File: config.mk
export PLATFORM = sky130hd
export DESIGN_NAME = mac_result_drain
export DESIGN_NICKNAME = d
export VERILOG_FILES = /design/src/rtl/mac_result_drain.sv
export SDC_FILE = /design/constraint.sdc
export NUM_CORES = 1
export LEC_CHECK = 0
export ABC_AREA = 1
export BUFFER_PORTS_ARGS = -buffer_cell sky130_fd_sc_hd__buf_2
export CORE_MARGIN = 10
export CORE_UTILIZATION = 40
export CTS_CLUSTER_DIAMETER = 50
export DETAILED_ROUTE_END_ITERATION = 10
export HOLD_SLACK_MARGIN = 0.02
export PLACE_DENSITY = 0.72
export SYNTH_ARGS = -nofsm -noshare
export SYNTH_HDL_FRONTEND = slang
export SYNTH_SLANG_ARGS = --single-unit
File: constraint.sdc
create_clock -name clk -period 2.4 [get_ports clk]
set_input_delay 0.36 -clock clk [delete_from_list [all_inputs] [get_ports clk]]
set_output_delay 0.36 -clock clk [all_outputs]
set_load 0.02 [all_outputs]
File: src/rtl/mac_result_drain.sv
// mac_result_drain: waits for a MAC-chain pass to finish, snapshots every
// accumulator into a local bank, streams the words out over valid/ready, then
// pulses a one-cycle clear back to the chain.
// Optional build macro: RESULT_SAT_EN (16-bit saturated result words).
//
// state   | meaning
// --------+----------------------------------------------------------
// IDLE    | waiting for start
// ARM     | armed, waiting for the chain enable to rise
// RUN     | pass in progress, waiting for the chain enable to fall
// SETTLE  | enable low, counting down before the snapshot
// CAPTURE | all accumulators copied into the bank this cycle
// DRAIN   | presenting bank[idx] until the last word is accepted
// CLEAR   | clr and done high for one cycle
module mac_result_drain #(
    parameter int NUM_MAC    = 8,
    parameter int ACC_WIDTH  = 24,
    parameter int SETTLE_CYC = 2,
`ifdef RESULT_SAT_EN
    localparam int OUT_W     = 16,
`else
    localparam int OUT_W     = ACC_WIDTH,
`endif
    localparam int IDX_W     = $clog2(NUM_MAC)
) (
    input  logic                         clk,
    input  logic                         rst_n,
    input  logic                         start,
    input  logic                         en_in,
    input  logic [NUM_MAC*ACC_WIDTH-1:0] couts_flat,
    input  logic                         out_ready,
    output logic                         out_valid,
    output logic [OUT_W-1:0]             out_data,
    output logic [IDX_W-1:0]             out_idx,
    output logic                         out_last,
    output logic                         clr,
    output logic                         busy,
    output logic                         done
);

    typedef enum logic [2:0] {
        IDLE, ARM, RUN, SETTLE, CAPTURE, DRAIN, CLEAR
    } state_t;

    localparam logic [IDX_W-1:0] LAST_IDX = IDX_W'(NUM_MAC - 1);

    state_t           state;
    logic [3:0]       settle_cnt;
    logic [OUT_W-1:0] bank [NUM_MAC];
    logic [IDX_W-1:0] nxt_idx;

    // Converts one accumulator to a result word; saturation happens here so
    // the bank only ever holds final output values.
    function automatic logic [OUT_W-1:0] fit(input logic [ACC_WIDTH-1:0] acc);
`ifdef RESULT_SAT_EN
        fit = (|acc[ACC_WIDTH-1:16]) ? 16'hFFFF : acc[15:0];
`else
        fit = acc;
`endif
    endfunction

    assign nxt_idx = out_idx + IDX_W'(1);

    // Sequencer, snapshot bank and all registered outputs.
    always_ff @(posedge clk or negedge rst_n) begin
        if (!rst_n) begin
            state      <= IDLE;
            settle_cnt <= '0;
            out_valid  <= 1'b0;
            out_data   <= '0;
            out_idx    <= '0;
            out_last   <= 1'b0;
            clr        <= 1'b0;
            busy       <= 1'b0;
            done       <= 1'b0;
            for (int i = 0; i < NUM_MAC; i++) begin
                bank[i] <= '0;
            end
        end else begin
            case (state)
                IDLE: begin
                    if (start) begin
                        state <= ARM;
                        busy  <= 1'b1;
                    end
                end
                ARM: begin
                    if (en_in) begin
                        state <= RUN;
                    end
                end
                RUN: begin
                    if (!en_in) begin
                        if (SETTLE_CYC == 0) begin
                            state <= CAPTURE;
                        end else begin
                            state      <= SETTLE;
                            settle_cnt <= 4'(SETTLE_CYC);
                        end
                    end
                end
                SETTLE: begin
                    // A re-asserted enable means the chain is still running.
                    if (en_in) begin
                        state <= RUN;
                    end else begin
                        settle_cnt <= settle_cnt - 4'd1;
                        if (settle_cnt <= 4'd1) begin
                            state <= CAPTURE;
                        end
                    end
                end
                CAPTURE: begin
                    // Word 0 is loaded straight from the input so it is
                    // presented on the first DRAIN cycle.
                    for (int i = 0; i < NUM_MAC; i++) begin
                        bank[i] <= fit(couts_flat[i*ACC_WIDTH +: ACC_WIDTH]);
                    end
                    out_data  <= fit(couts_flat[ACC_WIDTH-1:0]);
                    out_idx   <= '0;
                    out_last  <= 1'b0;
                    out_valid <= 1'b1;
                    state     <= DRAIN;
                end
                DRAIN: begin
                    if (out_ready) begin
                        if (out_idx == LAST_IDX) begin
                            out_valid <= 1'b0;
                            out_last  <= 1'b0;
                            out_idx   <= '0;
                            clr       <= 1'b1;
                            done      <= 1'b1;
                            state     <= CLEAR;
                        end else begin
                            out_idx  <= nxt_idx;
                            out_data <= bank[nxt_idx];
                            out_last <= (nxt_idx == LAST_IDX);
                        end
                    end
                end
                CLEAR: begin
                    clr   <= 1'b0;
                    done  <= 1'b0;
                    busy  <= 1'b0;
                    state <= IDLE;
                end
                default: begin
                    state <= IDLE;
                end
            endcase
        end
    end

endmodule

==> results of run 1 <==
==> state kept, by name (all words and copies together), names as in the netlist <==
register,flops
out_data,24
state,3
done,1
out_last,1
out_valid,1
busy,1
out_idx,3
settle_cnt,4
bank,192
==> layout by cell type, fill, tap and decap left out, types with 8 or more instances in the layout <==
cell,count
nor2_1,229
buf_2,227
clkbuf_16,29
buf_4,16
inv_1,242
or2_0,12
o21ai_0,8
nand3_1,130
mux2_2,9
nand2_1,348
buf_12,10
dfrtp_1,229
a21oi_1,186
==> metrics by stage <==
stage	instances	area, µm²
2_1_floorplan	1520	11500
6_report	2116	13900
5_1_grt	2114	13900
3_5_place_dp	2065	12900
3_3_place_gp	2065	12900
4_1_cts	2113	13800
==> worst paths after layout <==
kind	startpoint	to	slack, ns	depth (start not counted)
worst max-delay path	out_idx[0]	out_idx[0]	0.36	2
worst min-delay path	couts_flat[164]	bank[44]	0.05	2
worst max register to register	out_idx[0]	out_data[8]	0.46	10
worst min register to register	bank[92]	bank[92]	0.50	1
max in group asynchronous	rst_n	out_data[1]	1.29	3
min in group asynchronous	rst_n	bank[17]	0.38	2
==> logic make-up after synthesis <==
group	count (synthesis)	share of synthesized area, %
AO/OA/AOI/OAI	199	8.83
flip-flops	230	50.2
buffers and inverters	334	12.6
XOR/XNOR	2	0.153
multiplexers	9	0.883
AND/OR/NAND/NOR	741	26.8
adder cells (fa/ha/maj)	5	0.545
==> routing by layer <==
metal | global-route usage, % | vias to the layer above | wire length [µm]
li1 | - | 5026 | -
met1 | 27.1 | 4734 | 16500
met2 | 29.5 | 311 | 15700
met3 | 3.33 | 53 | 1940
met4 | 5.40 | 4 | 819
met5 | 0 | - | 34
==> final cells by class <==
| class | count | area, µm² | share of cell area, % |
|---|---|---|---|
| clock buffer | 38 | 820 | 5.91 |
| tap | 378 | 473 | 3.41 |
| sequential | 230 | 5760 | 41.6 |
| inverter | 247 | 933 | 6.74 |
| timing repair buffer | 255 | 1480 | 10.7 |
| multi-input combinational | 956 | 4290 | 30.9 |
| clock inverter | 9 | 97.6 | 0.704 |
| antenna | 3 | 7.51 | 0.0542 |
==> power by group through the flow <==
stage	Clock (mW)	Combinational, mW	Sequential [mW]
finish	4.16	7.90	6.42
global route	4.43	8.97	6.60
CTS	4.26	7.92	6.43
detailed placement	0	7.87	6.49
global placement	0	7.74	6.41
floorplan	0	5.24	6.50
==> results.py, run 1 <==
metrics = {
    "outcome": {
        "status": "complete, no violations",
    },
    "logic_synthesis": {
        "yosys.area.top_type": "dfrtp_1",
        "synthCells": 1520,
        "synth.distinct_cells": 33,
        "yosysSeqAreaShare_pct": 50.2,
        "synth_common_cells": "nand2_1, inv_1, dfrtp_1",
        "yosys_warnings": 0,
        "yosysMostFrequentCell": "nand2_1",
        "synth.area.top_cells": "dfrtp_1, nand2_1, a21oi_1",
        "yosys_most_used_dff": "dfrtp_1",
        "synth_area_um2": 11500,
        "syn_area_per_cell_um2": 7.55,
        "synthArstFlopShare_pct": 100,
        "syn-num-nets": 1722,
        "ys_seq_elements": 230,
        "synth_top_cell_area_share_pct": 50.2,
        "synth_edf_count": 0,
    },
    "job": {
        "maxCapViolations": 0,
    },
    "sta": {
        "min_period_ns": 2.04,
        "finalHoldWorstSlack_ns": 0.0475,
        "setup_slack_ns": 0.361,
        "finalSetupTns_ns": 0,
        "clock_skew_ns": 0.0161,
        "setup_viol": 0,
        "rsz0062_at_grt": "no",
        "slew-limit-headroom_pct": 61.5,
        "hold_viol": 0,
        "period_share_pct": 85.0,
        "clock.fmax_mhz": 490,
        "slew_viol_final": 0,
        "worstMarginPinSlew_ns": 0.578,
    },
    "critical_path": {
        "path_class": "reg -> out",
        "cp_slowest_cell": "dfrtp_4",
        "arrival_ns": 1.68,
        "setup.worst_path.end_class": "primary output",
        "worst_setup_path_start_kind": "register",
        "cp.required_ns": 2.04,
        "max_stage_delay_ns": 0.48,
        "cp_cell_sequence": "buf_12, buf_2",
        "crit_buf_inv": 2,
        "crit_family": "buffers and inverters",
        "crit_fanout": 92,
    },
    "grt": {
        "grt_pass1_wl_um": 55900,
        "overflow": 0,
        "grt_max_degree": 99,
        "grt_antenna_before_repair": 4,
        "grt_usage_pct": 19.2,
        "first_global_vias": 10300,
    },
    "die": {
        "die_area_um2": 35900,
        "fp.dieW_um": 189,
        "io_pins": 229,
        "die_y_um": 189,
        "start_util_pct": 41.0,
        "rows": 61,
        "core_area_um2": 28000,
    },
    "detailed_routing": {
        "dr.pass1.iters": 5,
        "route.detailed.drc": 0,
        "routed_wirelength_um": 34900,
        "drt-initial-drc-count": 930,
        "postRouteAntennaNets": 0,
        "routed_via_density": 4.79,
        "route.vias.total": 10100,
        "wl_per_cell_um": 16.5,
    },
    "clock_network": {
        "ctsHoldBuffers": 1,
        "insertion_delay_ns": 0.54,
        "cts_resized": 0,
        "post_cts_buffers": 0,
        "clockRootBuffer": "clkbuf_16",
        "path_clk_slew_ns": 0.06,
        "cts_inserted_buffers": 28,
        "ctsHtreeMaxLevel": 1,
        "clock_path_buffers": 3,
        "cts_tree": "done",
        "numClockSinks": 230,
    },
    "power": {
        "pwr-share-comb_pct": 42.7,
        "finalPower_mw": 18.5,
        "p_seq_share_pct": 34.7,
        "switchingPower_mw": 7.63,
        "power.leakage_nw": 7.56,
        "vdd_drop_max_mv": 0.698,
        "internal_power_mw": 10.9,
        "clkPwrFrac_pct": 22.5,
        "pwr_density_cell_nw_per_um2": 1330,
        "netSwitchingFraction_pct": 41.3,
    },
    "placement": {
        "pre_cts_slack_ns": 0.490,
        "port_buffers": 228,
        "gp_congestion": 0.837,
        "dp_hpwl_um": 25300,
    },
    "final_layout": {
        "area_delta_synth_final_pct": 20.8,
        "nets": 1920,
        "drive_gt1_share_pct": 18.9,
        "fillers": 2783,
        "final_util_pct": 49.5,
    },
    "hold_path": {
        "hold_path_class": "in -> reg",
    },
}
No activity file was read; power rests on OpenSTA's default activity.
==> inputs of run 2 (changes only) <==
==> constraint.sdc (replaced) <==
create_clock -name clk -period 1.94 [get_ports clk]
set_input_delay 0.291 -clock clk [delete_from_list [all_inputs] [get_ports clk]]
set_output_delay 0.291 -clock clk [all_outputs]
set_load 0.02 [all_outputs]
==> run 2 against run 1 <==
Worst setup slack got worse by 0.27 ns. Register-to-register slack got worse by 0.37 ns. Critical path depth increased by 8. Largest cell class unchanged. Final cell count increased by 7.3%. Critical endpoint is now out_data[4]. Wire length increased by 6.6%. Flip-flop and latch count unchanged.
==> results.py, run 2 (synthesized netlist as in run 1, its figures left out) <==
metrics = {
    "final_layout": {
        "stdcell_count": 2270,
        "register_area_um2": 5760,
        "nets": 2069,
        "drive_gt1_share_pct": 18.3,
        "layout_common_cells": "nand2_1, inv_1, nor2_1",
        "fillers": 2540,
        "final_common_cell": "nand2_1",
        "multi_input_area_um2": 4300,
        "area_delta_synth_final_pct": 35.7,
        "largest_reg_flops": 192,
        "biggestRegsByFlops": "bank x192, out_data x24, settle_cnt x4",
        "top_register": "bank",
        "finish.instance_area_um2": 15600,
    },
    "detailed_routing": {
        "routed_wirelength_um": 37200,
        "wl_per_cell_um": 16.4,
        "route.detailed.drc": 0,
        "routed_via_density": 4.74,
        "route.vias.total": 10800,
        "dr.pass1.iters": 5,
        "postRouteAntennaNets": 0,
        "drt-initial-drc-count": 828,
    },
    "sta": {
        "clock_skew_ns": 0.0208,
        "slew-limit-headroom_pct": 69.3,
        "worstMarginPinSlew_ns": 0.461,
        "period_share_pct": 95.1,
        "min_period_ns": 1.85,
        "clock.fmax_mhz": 542,
        "setup_slack_ns": 0.0945,
        "hold_viol": 0,
        "rsz0062_at_grt": "yes",
        "finalSetupTns_ns": 0,
        "slew_viol_final": 0,
        "setup_viol": 0,
    },
    "die": {
        "die_area_um2": 35900,
        "start_util_pct": 41.0,
        "fp.dieW_um": 189,
        "die_y_um": 189,
        "rows": 61,
        "io_pins": 229,
        "core_area_um2": 28000,
    },
    "clock_network": {
        "post_cts_buffers": 0,
        "insertion_delay_ns": 0.54,
        "cts_inserted_buffers": 29,
        "path_clk_slew_ns": 0.06,
        "cts_tree": "done",
        "numClockSinks": 230,
        "clock_path_buffers": 3,
        "ctsHtreeMaxLevel": 1,
        "clockRootBuffer": "clkbuf_16",
    },
    "placement": {
        "placed_cell_area_um2": 13000,
        "gp_congestion": 0.883,
        "pre_cts_slack_ns": 0.143,
        "port_buffers": 228,
        "dp_hpwl_um": 25800,
        "dp.cells": 2075,
    },
    "grt": {
        "grt_pass1_wl_um": 59300,
        "met3_usage_pct": 3.86,
        "use_met1_pct": 27.9,
        "grt_max_degree": 99,
        "first_global_vias": 11000,
        "grt_util_met2_pct": 31.3,
        "grt_usage_pct": 20.2,
        "grt_antenna_before_repair": 5,
        "grt_busiest_layer": "met2",
        "overflow": 0,
    },
    "power": {
        "vdd_drop_max_mv": 0.762,
        "power.leakage_nw": 8.28,
        "pwr_density_cell_nw_per_um2": 1540,
    },
    "critical_path": {
        "arrival_ns": 2.27,
        "r2r-start": "out_idx[0]",
        "worst_setup_path_start_kind": "register",
        "crit_fanout": 26,
        "setup.worst_path.end_class": "register",
        "r2r_cells": 10,
        "reg2reg_slack_ns": 0.09,
        "reg2reg_to": "out_data[4]",
        "cp.required_ns": 2.37,
        "path_class": "reg -> reg",
    },
    "hold_path": {
        "worstHoldEndpoint": "bank[80]",
        "hold_start": "couts_flat[104]",
        "hold_depth": 3,
        "hold_path_class": "in -> reg",
    },
    "job": {
        "maxCapViolations": 0,
    },
    "outcome": {
        "status": "complete, no violations",
    },
}
-- run 2: changes by cell type in the layout (fill, tap and decap cells not counted), moves of 3 or more --
| cell | change |
|---|---|
| clkbuf_8 | -4 |
| inv_6 | -3 |
| buf_4 | +3 |
| buf_12 | +3 |
| clkinv_2 | +3 |
| bufinv_16 | +5 |
| dlygate4sd3_1 | +136 |
-- run 2: critical path: stages (launching register included) --
cell	delay, ns
dfrtp_4	0.48
clkinv_2	0.10
ha_2	0.40
inv_2	0.09
buf_12	0.17
nand3_1	0.10
nand2_1	0.09
nand2_1	0.11
nand3_1	0.08
nand2_1	0.06
inv_1	0.04
-- run 2: layer usage --
| metal | part of all wire (%) | routed length (µm) |
|---|---|---|
| met4 | 2.5 | 929 |
| met3 | 6.9 | 2570 |
| met5 | 0 | 0 |
| met2 | 45 | 16800 |
| met1 | 46 | 17000 |
-- run 2: repair_timing --
item,4_1_cts,5_1_grt
endpoints found under the hold margin,215,0
hold buffers,137,0
gates cloned,1,1
endpoints found under the setup margin,1,13
gates resized for setup,1,7
-- run 2: through the flow --
stage / hold slack (ns) / power (mW) / utilization (%)
after floorplan: -0.00459 / 14.6 / -
after global placement: 0.198 / 17.6 / 46.6
after detailed placement: 0.201 / 17.8 / 46.6
after CTS: 0.0209 / 24.0 / 55.3
after global routing: 0.0294 / 25.8 / 55.6
final: 0.0293 / 24.0 / 55.6
-- run 2: power by group --
part | internal [mW] | switching (mW)
registers | 7.08 | 0.825
logic | 3.71 | 6.59
clock network | 3.63 | 2.16
total | 14.4 | 9.58
-- run 2: worst max path at each step --
| stage | from | to | slack (ns) | cells after the start |
|---|---|---|---|---|
| finish | out_idx[0] | out_data[4] | 0.09 | 10 |
| global route | out_idx[0] | out_data[13] | -0.003 | 10 |
| CTS | out_idx[0] | out_data[4] | 0.07 | 9 |
| detailed placement | out_idx[0] | out_data[13] | 0.14 | 10 |
| global placement | out_idx[0] | out_data[0] | 0.14 | 9 |
| floorplan | out_idx[0] | out_data[20] | 0.004 | 11 |
-- run 2: final cells by class --
type,instances,area share (%)
Inverter,247,6.00
Clock buffer,34,4.91
Antenna cell,5,0.0804
Multi-Input combinational cell,956,27.6
Clock inverter,17,1.74
Sequential cell,230,37.0
Tap cell,378,3.04
Timing Repair Buffer,403,19.6
==> inputs of run 3 (changes only) <==
--- a/config.mk
+++ b/config.mk
@@ -7,6 +7,7 @@
 export LEC_CHECK = 0
 export ABC_AREA = 1
 export BUFFER_PORTS_ARGS = -buffer_cell sky130_fd_sc_hd__buf_2
+export CORE_ASPECT_RATIO = 0.8
 export CORE_MARGIN = 10
 export CORE_UTILIZATION = 40
 export CTS_CLUSTER_DIAMETER = 50
==> run 3 against run 2 <==
First-iteration DRC count rose by 17%. Clock-buffer cell count grew 3. Total power barely moved. Flip-flop and latch count unchanged. Final cell count grew 1.0%. Combinational power rose by 5%. Clock skew rose by 0.0023 ns. Critical endpoint is now out_data[13].
==> results.py, run 3 (synthesized netlist as in run 1, its figures left out) <==
metrics = {
    "placement": {
        "gp_congestion": 0.896,
        "pre_cts_slack_ns": 0.0699,
        "dp.cells": 2076,
        "dp_hpwl_um": 28900,
        "port_buffers": 228,
        "placed_cell_area_um2": 13100,
    },
    "clock_network": {
        "cts_tree": "done",
        "path_clk_slew_ns": 0.06,
        "cts_inserted_buffers": 27,
        "clock_path_buffers": 3,
        "numClockSinks": 230,
        "ctsHtreeMaxLevel": 1,
        "post_cts_buffers": 0,
        "clockRootBuffer": "clkbuf_16",
        "insertion_delay_ns": 0.56,
    },
    "power": {
        "power.leakage_nw": 8.36,
        "pwr_density_cell_nw_per_um2": 1530,
        "netSwitchingFraction_pct": 41.8,
        "clkPwrFrac_pct": 21.9,
        "finalPower_mw": 24.0,
        "internal_power_mw": 14.0,
        "p_seq_share_pct": 33.1,
        "vdd_drop_max_mv": 1.10,
        "switchingPower_mw": 10.0,
        "pwr-share-comb_pct": 45.1,
    },
    "final_layout": {
        "final_common_cell": "nand2_1",
        "layout_common_cells": "nand2_1, inv_1, nor2_1, dfrtp_1, buf_2",
        "biggestRegsByFlops": "bank x192, out_data x24, settle_cnt x4",
        "drive_gt1_share_pct": 18.2,
        "largest_reg_flops": 192,
        "top_register": "bank",
        "nets": 2100,
        "area_delta_synth_final_pct": 37.0,
        "final_util_pct": 55.6,
        "stdcell_count": 2293,
        "finish.instance_area_um2": 15700,
    },
    "hold_path": {
        "worstHoldEndpoint": "bank[175]",
        "hold_path_class": "in -> reg",
        "hold_depth": 3,
        "hold_start": "couts_flat[7]",
    },
    "critical_path": {
        "path_class": "reg -> reg",
        "worst_setup_path_start_kind": "register",
        "max_stage_delay_ns": 0.51,
        "r2r_cells": 10,
        "arrival_ns": 2.36,
        "r2r-start": "out_idx[0]",
        "crit_path_frequent_cell": "nand2_1",
        "cp_slowest_cell": "dfrtp_4",
        "crit_fanout": 19,
        "reg2reg_slack_ns": 0.06,
        "cp.required_ns": 2.42,
        "reg2reg_to": "out_data[13]",
        "setup.worst_path.end_class": "register",
        "cp_cell_sequence": "clkinv_2, ha_2, inv_4, buf_12, nand3_1, nand2_1, nand2_1, nand3_1, nand2_1, inv_1",
    },
    "detailed_routing": {
        "routed_wirelength_um": 41300,
        "dr.pass1.iters": 5,
        "drt-initial-drc-count": 967,
        "routed_via_density": 4.98,
        "route.vias.total": 11400,
        "postRouteAntennaNets": 0,
        "route.detailed.drc": 0,
        "wl_per_cell_um": 18.0,
    },
    "die": {
        "start_util_pct": 40.6,
        "die_area_um2": 35900,
        "io_pins": 229,
        "rows": 55,
        "core_area_um2": 28300,
        "fp.dieW_um": 209,
        "die_y_um": 171,
    },
    "sta": {
        "min_period_ns": 1.88,
        "finalHoldWorstSlack_ns": 0.0281,
        "worstMarginPinSlew_ns": 0.576,
        "slew_viol_final": 0,
        "period_share_pct": 97.0,
        "finalSetupTns_ns": 0,
        "setup_viol": 0,
        "hold_viol": 0,
        "slew-limit-headroom_pct": 61.6,
        "setup_slack_ns": 0.0590,
        "clock_skew_ns": 0.0231,
        "clock.fmax_mhz": 532,
    },
    "outcome": {
        "status": "complete, no violations",
    },
    "grt": {
        "overflow": 0,
        "grt_usage_pct": 22.2,
        "grt_antenna_before_repair": 7,
        "first_global_vias": 11300,
        "grt_pass1_wl_um": 63700,
        "grt_max_degree": 98,
    },
    "job": {
        "maxCapViolations": 0,
    },
}
-- run 3: changes by cell type in the layout (fill, tap and decap cells not counted), sizes merged --
cell / delta
dlygate4sd3: +25
buf: +9
bufinv: -3
clkbuf: +3
clkinv: -2
bufbuf: -1
clkinvlp: -1
diode: +1
-- run 3: worst max-delay path by stage --
stage / from / to / depth (start not counted)
2_1_floorplan: out_idx[0] / out_data[20] / 11
3_3_place_gp: out_idx[0] / out_data[7] / 10
3_5_place_dp: out_idx[0] / out_data[7] / 10
4_1_cts: out_idx[0] / out_idx[0] / 2
5_1_grt: out_idx[0] / out_data[13] / 10
6_report: out_idx[0] / out_data[13] / 10
-- run 3: what timing repair did --
| item | CTS | global route |
|---|---|---|
| resized for setup | 1 | 6 |
| hold buffers | 162 | 0 |
| setup endpoints to repair | 1 | 7 |
| cloned | 0 | 1 |
| hold endpoints to repair | 219 | 0 |
-- run 3: cell type report --
cell class                 count  area, µm²
fill                        2484      12600
sequential                   230       5760
multi-input combinational    956       4300
timing repair buffer         436       3340
inverter                     247        936
clock buffer                  37        753
tap                          370        463
clock inverter                11        158
antenna                        6       15.0
-- run 3: power groups by stage --
stage / Sequential, mW / Clock (mW) / Combinational (mW)
5_1_grt: 8.16 / 5.48 / 12.0
2_1_floorplan: 8.04 / 0 / 6.52
6_report: 7.94 / 5.24 / 10.8
3_5_place_dp: 8.00 / 0 / 10.1
3_3_place_gp: 7.90 / 0 / 9.92
4_1_cts: 7.93 / 5.31 / 10.5
-- run 3: critical path: cells and delay by family, from the launching register on --
family,cells,cell delay (ns)
DFF,1,0.51
and+or+nand+nor,5,0.55
buffers and inverters,4,0.43
adders and majority gates,1,0.31
-- run 3: metal layers --
| layer | vias to the layer above | GRT usage (%) | share of wire [%] |
|---|---|---|---|
| met5 | - | 0 | 0 |
| li1 | 5399 | - | - |
| met4 | 0 | 5.74 | 2.7 |
| met2 | 556 | 33.1 | 43 |
| met3 | 85 | 6.07 | 11 |
| met1 | 5379 | 31.1 | 44 |
